==> src/rtl/handshake_fifo_buffer.sv <==
// Elastic valid/ready FIFO that puts a registered boundary between producer and consumer.
// Optional zero-latency pass-through when empty: define HANDSHAKE_FIFO_BYPASS_EN.
module handshake_fifo_buffer #(
   parameter int DATA_WIDTH = 32,
   parameter int DEPTH      = 4
) (
   input  logic                         clk,
   input  logic                         rst,
   input  logic [DATA_WIDTH-1:0]        ins,
   input  logic                         ins_valid,
   output logic                         ins_ready,
   output logic [DATA_WIDTH-1:0]        outs,
   output logic                         outs_valid,
   input  logic                         outs_ready,
   output logic [$clog2(DEPTH+1)-1:0]   occupancy
);

   localparam int PTR_W = $clog2(DEPTH);
   localparam int CNT_W = $clog2(DEPTH + 1);
   localparam logic [CNT_W-1:0] CNT_FULL = CNT_W'(DEPTH);
   localparam logic [CNT_W-1:0] CNT_ONE  = CNT_W'(1);
   localparam logic [PTR_W-1:0] PTR_ONE  = PTR_W'(1);

   logic [DATA_WIDTH-1:0] mem_q [DEPTH];
   logic [PTR_W-1:0]      wr_ptr_q;
   logic [PTR_W-1:0]      wr_ptr_d;
   logic [PTR_W-1:0]      rd_ptr_q;
   logic [PTR_W-1:0]      rd_ptr_d;
   logic [CNT_W-1:0]      count_q;
   logic [CNT_W-1:0]      count_d;
   // Low while in reset, high from the first edge after release; keeps ins_ready register-driven.
   logic                  run_q;

   logic                  empty_s;
   logic                  full_s;
   logic                  ins_ready_s;
   logic                  push_s;
   logic                  pop_s;
`ifdef HANDSHAKE_FIFO_BYPASS_EN
   logic                  bypass_s;
`endif

   // Handshake qualification from registered state only.
   always_comb begin
      empty_s     = (count_q == '0);
      full_s      = (count_q == CNT_FULL);
      ins_ready_s = run_q && !full_s;
      pop_s       = !empty_s && outs_ready;
`ifdef HANDSHAKE_FIFO_BYPASS_EN
      bypass_s    = empty_s && ins_valid && ins_ready_s && outs_ready;
      push_s      = ins_valid && ins_ready_s && !bypass_s;
`else
      push_s      = ins_valid && ins_ready_s;
`endif
   end

   // Next-state for pointers and occupancy.
   always_comb begin
      wr_ptr_d = wr_ptr_q;
      rd_ptr_d = rd_ptr_q;
      count_d  = count_q;
      if (push_s) begin
         wr_ptr_d = wr_ptr_q + PTR_ONE;
      end else begin
         wr_ptr_d = wr_ptr_q;
      end
      if (pop_s) begin
         rd_ptr_d = rd_ptr_q + PTR_ONE;
      end else begin
         rd_ptr_d = rd_ptr_q;
      end
      case ({push_s, pop_s})
         2'b10:   count_d = count_q + CNT_ONE;
         2'b01:   count_d = count_q - CNT_ONE;
         default: count_d = count_q;
      endcase
   end

   // Control state register, flushed asynchronously.
   always_ff @(posedge clk or posedge rst) begin
      if (rst) begin
         wr_ptr_q <= '0;
         rd_ptr_q <= '0;
         count_q  <= '0;
         run_q    <= 1'b0;
      end else begin
         wr_ptr_q <= wr_ptr_d;
         rd_ptr_q <= rd_ptr_d;
         count_q  <= count_d;
         run_q    <= 1'b1;
      end
   end

   // Token storage; contents are meaningless until written, so no reset.
   always_ff @(posedge clk) begin
      if (push_s) begin
         mem_q[wr_ptr_q] <= ins;
      end
   end

   // Output drive.
   always_comb begin
      ins_ready = ins_ready_s;
      occupancy = count_q;
`ifdef HANDSHAKE_FIFO_BYPASS_EN
      if (empty_s) begin
         outs       = ins;
         outs_valid = ins_valid && ins_ready_s;
      end else begin
         outs       = mem_q[rd_ptr_q];
         outs_valid = 1'b1;
      end
`else
      outs       = mem_q[rd_ptr_q];
      outs_valid = !empty_s;
`endif
   end

endmodule

==> config.mk <==
export PLATFORM = sky130hd
export DESIGN_NAME = handshake_fifo_buffer
export DESIGN_NICKNAME = d
export VERILOG_FILES = /design/src/rtl/handshake_fifo_buffer.sv
export SDC_FILE = /design/constraint.sdc
export NUM_CORES = 1
export LEC_CHECK = 0
export CAP_MARGIN = 0
export CORE_UTILIZATION = 54
export CTS_BUF_LIST = sky130_fd_sc_hd__clkbuf_16
export DETAILED_ROUTE_END_ITERATION = 7
export GPL_ROUTABILITY_DRIVEN = 0
export PLACE_DENSITY = 0.79
export SETUP_SLACK_MARGIN = 0.05
export SLEW_MARGIN = 30
export SYNTH_ARGS = -nofsm -noshare
export SYNTH_HDL_FRONTEND = slang
export SYNTH_SLANG_ARGS = --single-unit
==> constraint.sdc <==
create_clock -name clk -period 2.79 [get_ports clk]
set_input_delay 0.558 -clock clk [delete_from_list [all_inputs] [get_ports clk]]
set_output_delay 0.558 -clock clk [all_outputs]
set_load 0.01 [all_outputs]
==> results_dict.tcl, run 1 <==
set metrics [dict create \
    io_buffers 72 \
    syn_to_final_growth_pct 30.60 \
    die_h_um 99.45 \
    critPathLaunchType "flip-flop" \
    drv_slew 0 \
    drt_iter0_drc 107 \
    clock_sinks 136 \
    fin_tns_setup_ps 0 \
    timing.fmax_mhz 376.2 \
    diodes 0 \
    post_cts_resized 0 \
    worst_clock_skew_ps 6.635 \
    clk_pin_slew_ps 60 \
    grt_pass1_wl_um 13770 \
    drive_gt1_share_pct 24.69 \
    routed_via_density 5.336 \
    insertion_delay_ps 400 \
    ys_types 23 \
    setup_ws_ps 131.9 \
    drt-total-wl_um 8916 \
    rsz0062_at_grt "false" \
    cp_max_fo 28 \
    wire_per_inst_um 19.86 \
    ir_drop_mv 0.5955 \
    grt_max_degree 29 \
    grtUsageTotal_pct 20.08 \
    design.portCount 73 \
    syn_inst 210 \
    vias 2396 \
    yosysSeqAreaShare_pct 78.87 \
    hold_viol 0 \
    ys_ff_latch 136 \
    grt_antenna_before_repair 0 \
    synth.cell_area_mm2 0.005127 \
    cts_made_buffers 17 \
    nNetsFinal 349 \
    power.leakage_uw 0.002278 \
    htreeDepth 4 \
    dp.final_hpwl_um 5576 \
    die_w_um 99.45 \
    cp-end-kind "output port" \
    grt_pass1_vias 2595 \
    min_period_over_period_pct 95.27 \
    status "completed" \
    min_path_type "primary input to asynchronous set/reset pin" \
    worst-setup-path-type "flip-flop to output port" \
    core_mm2 0.009240 \
    cts-root-buf "clkbuf_16" \
    layout_commonest_cell "edfxtp_1" \
    drc_errors 0 \
    dr.pass1.iters 4 \
    drtAntennaViolNets 0 \
    synth_warnings 0 \
    cts_tree "built" \
    dieArea_mm2 0.009889 \
    min_period_ps 2658 \
    dp_slack_ps 345.2 \
    synth_fp_nets 252 \
    crit_required_ps 2230 \
    start_util_pct 55.49 \
    num_rows 35 \
    clock_path_buffers 2 \
    arrival_ps 2100 \
    cap_viol_max_count 0 \
    grt-ovfl-total 0 \
    cellPowerDensity_mw_per_mm2 1038 \
    synth.avg_cell_area_um2 24.42 \
    final_cell_mix "edfxtp_1, clkdlybuf4s50_1, mux4_2, clkbuf_16, buf_4" \
    setup_viol 0 \
]
worst paths after layout:
kind                         startpoint            to  slack (ps)  cells past startpoint
setup / recovery            rd_ptr_q[1]      outs[25]         130                      3
max in group asynchronous           rst   rd_ptr_q[0]        2100                      2
hold reg to reg            occupancy[0]  occupancy[0]         590                      1
hold / removal                      rst         run_q         410                      2
min in group clk           occupancy[0]  occupancy[0]         590                      1
setup reg to reg           occupancy[0]  occupancy[2]         770                      9
flip-flops by register name, summed over array words and instances, names as in the netlist:
register,flops
wr_ptr_q,2
run_q,1
mem_q,128
occupancy,3
rd_ptr_q,2
metal layers:
layer | GRT usage (%) | wire length, µm
met5 | 0 | 0
met4 | 8.145 | 82
met3 | 6.887 | 468
met2 | 34.40 | 4841
met1 | 23.36 | 3523
what timing repair did:
| item | in CTS | in global routing |
|---|---|---|
| hold endpoints to repair | 0 | 0 |
| setup buffers | 4 | 0 |
| hold buffers | 0 | 0 |
| endpoints found under the setup margin | 25 | 0 |
layout make-up:
class                   instances  area, µm²
repair buffers                 86      888.4
well taps                     129      161.4
multi-input cells              59      972.2
inverters                       7      26.28
clock inverters                15      177.7
fillers                       543       2544
clock buffers                  17      425.4
flip-flops and latches        136       4045
metrics by stage:
stage	instances	hold WS (ps)	total power, µW	util [%]	area, µm²
after detailed placement	413	574.7	4734	65.62	6063
final	449	412.8	6950	72.47	6696
after global placement	413	556.9	4687	65.62	6063
after floorplan	210	373.7	3826	-	5127
after global routing	449	445.7	7235	72.47	6696
after CTS	449	407.0	7021	72.47	6696
worst max-delay path, cell delays in order, from the launching register on:
cell and delay (ps):
dfrtp_1 580, buf_12 260, mux4_2 350, clkdlybuf4s50_1 500
logic make-up (layout without fill, tap and decap cells):
kind of cell | after synthesis | after routing | synth area share, %
and+or+nand+nor | 9 | 9 | 0.9030
AOI/OAI and AO/OA | 3 | 3 | 0.4882
buffers and inverters | 15 | 125 | 2.269
muxes | 34 | 34 | 14.76
DFF | 136 | 136 | 78.87
xor gates and xnor gates | 6 | 6 | 1.025
other | 1 | 1 | 0.07314
adders and majority gates | 6 | 6 | 1.611
cell usage after synthesis:
cell	instances	area (µm²)
a21boi_0	1	7.510
a21oi_2	1	8.760
and2_1	4	25.02
buf_12	3	60.06
buf_2	3	15.01
buf_6	1	11.26
clkbuf_1	1	3.750
conb_1	1	3.750
dfrtp_1	8	200.2
edfxtp_1	128	3844
fa_1	1	20.02
ha_1	5	62.56
inv_1	7	26.28
mux2_2	1	11.26
mux2i_1	1	10.01
mux4_1	4	105.1
mux4_2	28	630.6
nand2_1	2	7.510
nor2_1	2	7.510
o31a_1	1	8.760
or3_1	1	6.260
xnor2_1	3	26.28
xor2_1	3	26.28
report_power, final:
group	switching (µW)	internal, µW
sequential	146	2510
clock	821	1410
combinational	849	1220
total	1820	5130
No activity file was read; power rests on OpenSTA's default activity.
==> run 2, diff against run 1 <==
--- a/config.mk
+++ b/config.mk
@@ -10,8 +10,8 @@
 export CTS_BUF_LIST = sky130_fd_sc_hd__clkbuf_16
 export DETAILED_ROUTE_END_ITERATION = 7
 export GPL_ROUTABILITY_DRIVEN = 0
+export MAX_ROUTING_LAYER = met4
 export PLACE_DENSITY = 0.79
-export SETUP_SLACK_MARGIN = 0.05
 export SLEW_MARGIN = 30
 export SYNTH_ARGS = -nofsm -noshare
 export SYNTH_HDL_FRONTEND = slang
==> results_dict.tcl, run 2 (synthesized netlist as in run 1, its figures left out) <==
set metrics [dict create \
    r2r_start "occupancy[0]" \
    drtAntennaViolNets 0 \
    final_cell_mix "edfxtp_1, clkdlybuf4s50_1, mux4_2, clkbuf_16, buf_4" \
    dp.final_hpwl_um 5576 \
    clock_sinks 136 \
    die_w_um 99.45 \
    grtUsageTotal_pct 20.73 \
    drt-total-wl_um 8877 \
    min_path_type "primary input to asynchronous set/reset pin" \
    ir_drop_mv 0.5953 \
    cp_max_fo 14 \
    dr.pass1.iters 4 \
    clk_pin_slew_ps 60 \
    grt_pass1_wl_um 13760 \
    post_cts_resized 0 \
    worst_clock_skew_ps 7.112 \
    hold_viol 0 \
    startpoint "rd_ptr_q[0]" \
    dp_slack_ps 345.2 \
    placed_cells 413 \
    vias 2381 \
    layout_commonest_cell "edfxtp_1" \
    cp-end-kind "output port" \
    grt_antenna_before_repair 0 \
    drt_iter0_drc 123 \
    core_mm2 0.009240 \
    setup_ws_ps 128.3 \
    ctsHoldBuffers 0 \
    fin_tns_setup_ps 0 \
    dieArea_mm2 0.009889 \
    arrival_ps 2100 \
    wire_per_inst_um 19.77 \
    critPathLaunchType "flip-flop" \
    cts_made_buffers 17 \
    design.portCount 73 \
    nFillCells 543 \
    cts-root-buf "clkbuf_16" \
    insertion_delay_ps 400 \
    drive_gt1_share_pct 24.69 \
    syn_to_final_growth_pct 30.60 \
    worst-setup-path-type "flip-flop to output port" \
    top_register "mem_q" \
    min_period_over_period_pct 95.40 \
    io_buffers 72 \
    cellPowerDensity_mw_per_mm2 1038 \
    largest_reg_flops 128 \
    fin_cells 449 \
    rsz0062_at_grt "false" \
    grt_pass1_vias 2597 \
    routed_via_density 5.303 \
    min_period_ps 2662 \
    htreeDepth 4 \
    num_rows 35 \
    power.leakage_uw 0.002278 \
    cts_tree "built" \
    grt-ovfl-total 0 \
    drc_errors 0 \
    grt_max_degree 29 \
    drv_slew 0 \
    start_util_pct 55.49 \
    cap_viol_max_count 0 \
    diodes 0 \
    die_h_um 99.45 \
    timing.fmax_mhz 375.7 \
    crit_required_ps 2230 \
    status "completed" \
    nNetsFinal 349 \
    setup_viol 0 \
    clock_path_buffers 2 \
]
==> run 2: cell counts in the layout (fill, tap and decap cells not counted) <==
Identical to the previous run, type by type.
==> run 2: routing by layer <==
layer | global-route usage [%] | vias to the layer above | share of wire (%)
met4 | 8.145 | 0 | 0.80
met5 | - | - | 0
li1 | - | 1067 | -
met1 | 23.88 | 1229 | 40
met3 | 6.325 | 6 | 5.1
met2 | 34.35 | 79 | 54
==> run 2: repair_timing <==
action	CTS	global route
buffers inserted	4	0
hold endpoints to repair	0	0
setup endpoints to repair	2	0
==> run 2: worst max-delay path, stage by stage (launching register included) <==
cell	delay, ps
dfrtp_2	470
buf_12	210
mux4_2	520
clkdlybuf4s50_1	500
==> run 2: final cells by class <==
| class | instances | area (µm²) | share of cell area (%) |
|---|---|---|---|
| multi-input combinational | 59 | 972.2 | 14.52 |
| timing repair buffer | 86 | 888.4 | 13.27 |
| tap | 129 | 161.4 | 2.410 |
| inverter | 7 | 26.28 | 0.3924 |
| sequential | 136 | 4045 | 60.41 |
| clock inverter | 15 | 177.7 | 2.653 |
| clock buffer | 17 | 425.4 | 6.353 |
==> run 2: power breakdown <==
group	internal, µW	total [µW]	switching [µW]
sequential	2510	2650	146
clock	1410	2230	821
combinational	1220	2070	849
==> run 2: path summary, 6_finish.rpt <==
kind | slack [ps] | endpoint | cells past startpoint
max | 130 | outs[16] | 3
min | 410 | occupancy[1] | 2
max reg2reg | 760 | occupancy[2] | 9
min reg2reg | 590 | occupancy[0] | 1
max in group asynchronous | 2100 | rd_ptr_q[0] | 2
min in group clk | 590 | occupancy[0] | 1
==> run 2: per-stage QoR <==
stage	area (µm²)	hold slack [ps]	util [%]	total power, µW
5_1_grt	6696	445.4	72.47	7236
4_1_cts	6696	407.0	72.47	7021
6_report	6696	413.3	72.47	6949
3_3_place_gp	6063	556.9	65.62	4687
2_1_floorplan	5127	373.7	-	3826
3_5_place_dp	6063	574.7	65.62	4734
==> run 3, diff against run 2 <==
--- a/config.mk
+++ b/config.mk
@@ -6,12 +6,13 @@
 export NUM_CORES = 1
 export LEC_CHECK = 0
 export CAP_MARGIN = 0
-export CORE_UTILIZATION = 54
+export CORE_UTILIZATION = 60
 export CTS_BUF_LIST = sky130_fd_sc_hd__clkbuf_16
 export DETAILED_ROUTE_END_ITERATION = 7
+export DONT_BUFFER_PORTS = 1
 export GPL_ROUTABILITY_DRIVEN = 0
 export MAX_ROUTING_LAYER = met4
-export PLACE_DENSITY = 0.79
+export PLACE_DENSITY = 0.76
 export SLEW_MARGIN = 30
 export SYNTH_ARGS = -nofsm -noshare
 export SYNTH_HDL_FRONTEND = slang
==> results_dict.tcl, run 3 (synthesized netlist as in run 1, its figures left out) <==
set metrics [dict create \
    top_register "mem_q" \
    diodes 0 \
    design.portCount 73 \
    htreeDepth 4 \
    min-delay-start "ins[5]" \
    cts_made_buffers 17 \
    hold_depth 0 \
    vias 2070 \
    wire_per_inst_um 21.83 \
    arrival_ps 1940 \
    hold_viol 0 \
    grt_max_degree 33 \
    min_period_over_period_pct 89.52 \
    die_w_um 94.44 \
    final_cell_mix "edfxtp_1, mux4_2, clkbuf_16, inv_1, buf_4" \
    start_util_pct 62.09 \
    r2r_start "occupancy[0]" \
    drv_slew 0 \
    post_cts_buffers 0 \
    status "completed" \
    worst_clock_skew_ps 4.819 \
    critPathLaunchType "flip-flop" \
    syn_to_final_growth_pct 15.47 \
    r2r_cells 9 \
    die_h_um 94.44 \
    cap_viol_max_count 0 \
    setup_viol 0 \
    cp_max_fo 14 \
    grt-ovfl-total 0 \
    core_mm2 0.008258 \
    cts-root-buf "clkbuf_16" \
    dp_slack_ps 680.0 \
    holdWs_ps 246.1 \
    setup_ws_ps 292.3 \
    num_rows 33 \
    drt_iter0_drc 124 \
    grt_pass1_wl_um 11740 \
    drc_errors 0 \
    dr.pass1.iters 4 \
    grtUsageTotal_pct 19.99 \
    drive_gt1_share_pct 30.45 \
    r2r-end "occupancy[2]" \
    cp-end-kind "output port" \
    timing.fmax_mhz 400.4 \
    nFillCells 468 \
    min_path_type "primary input to flip-flop" \
    min_to "mem_q[2][5]" \
    grt_antenna_before_repair 0 \
    insertion_delay_ps 400 \
    cellPowerDensity_mw_per_mm2 1086 \
    crit_required_ps 2230 \
    rsz0062_at_grt "false" \
    worst-setup-path-type "flip-flop to output port" \
    nNetsFinal 272 \
    dieArea_mm2 0.008919 \
    ir_drop_mv 0.6582 \
    grt_pass1_vias 2280 \
    fin_tns_setup_ps 0 \
    clock_sinks 136 \
    dp.final_hpwl_um 4762 \
    drtAntennaViolNets 0 \
    largest_reg_flops 128 \
    cts_tree "built" \
    drt-total-wl_um 7596 \
    r2r_setup_slack_ps 770 \
    power.leakage_uw 0.001982 \
    clock_path_buffers 2 \
    layout_commonest_cell "edfxtp_1" \
    clk_pin_slew_ps 60 \
    min_period_ps 2498 \
    io_buffers 0 \
    routed_via_density 5.948 \
]
## run 3: final cells by class
class,count,area [µm²],area share (%)
multi-input cells,59,972.2,16.42
flip-flops and latches,136,4045,68.32
clock buffers,17,425.4,7.185
repair buffers,9,70.07,1.183
well taps,105,131.4,2.219
inverters,7,26.28,0.4438
clock inverters,15,250.2,4.227
## run 3: timing repair
action                                 4_1_cts  5_1_grt
endpoints found under the hold margin        8        0
gates resized for setup                      0        0
hold buffers                                 1        0
## run 3: worst max path at each step
stage                startpoint          end  slack [ps]  cells after the start
floorplan             ins_valid  mem_q[0][0]         740                      3
global route        rd_ptr_q[0]     outs[10]         160                      2
global placement    rd_ptr_q[0]     outs[10]         700                      2
detailed placement  rd_ptr_q[0]     outs[16]         680                      2
finish              rd_ptr_q[0]     outs[16]         290                      2
CTS                 rd_ptr_q[0]     outs[16]         240                      2
## run 3: worst max-delay path, stage by stage, from the launching register on
cell     delay, ps
dfrtp_2        580
buf_4          360
mux4_2         600
## run 3: power breakdown
group          internal (µW)  switching (µW)
registers               2510             179
clock network           1680             805
logic                    588             669
total                   4780            1650
## run 3: metal layers
metal | vias to the layer above | wire (µm) | GRT usage, %
li1 | 910 | - | -
met5 | - | 0 | -
met2 | 78 | 3980 | 31.88
met4 | 0 | 125 | 8.205
met1 | 1069 | 2970 | 22.33
met3 | 13 | 520 | 8.293
## run 3: per-stage QoR
stage / instances / cell area [µm²] / power, µW / util [%]
global placement: 315 / 5235 / 3935 / 63.39
finish: 348 / 5921 / 6430 / 71.70
floorplan: 210 / 5127 / 3826 / -
detailed placement: 315 / 5235 / 4004 / 63.39
global route: 348 / 5921 / 6683 / 71.70
CTS: 348 / 5921 / 6493 / 71.70
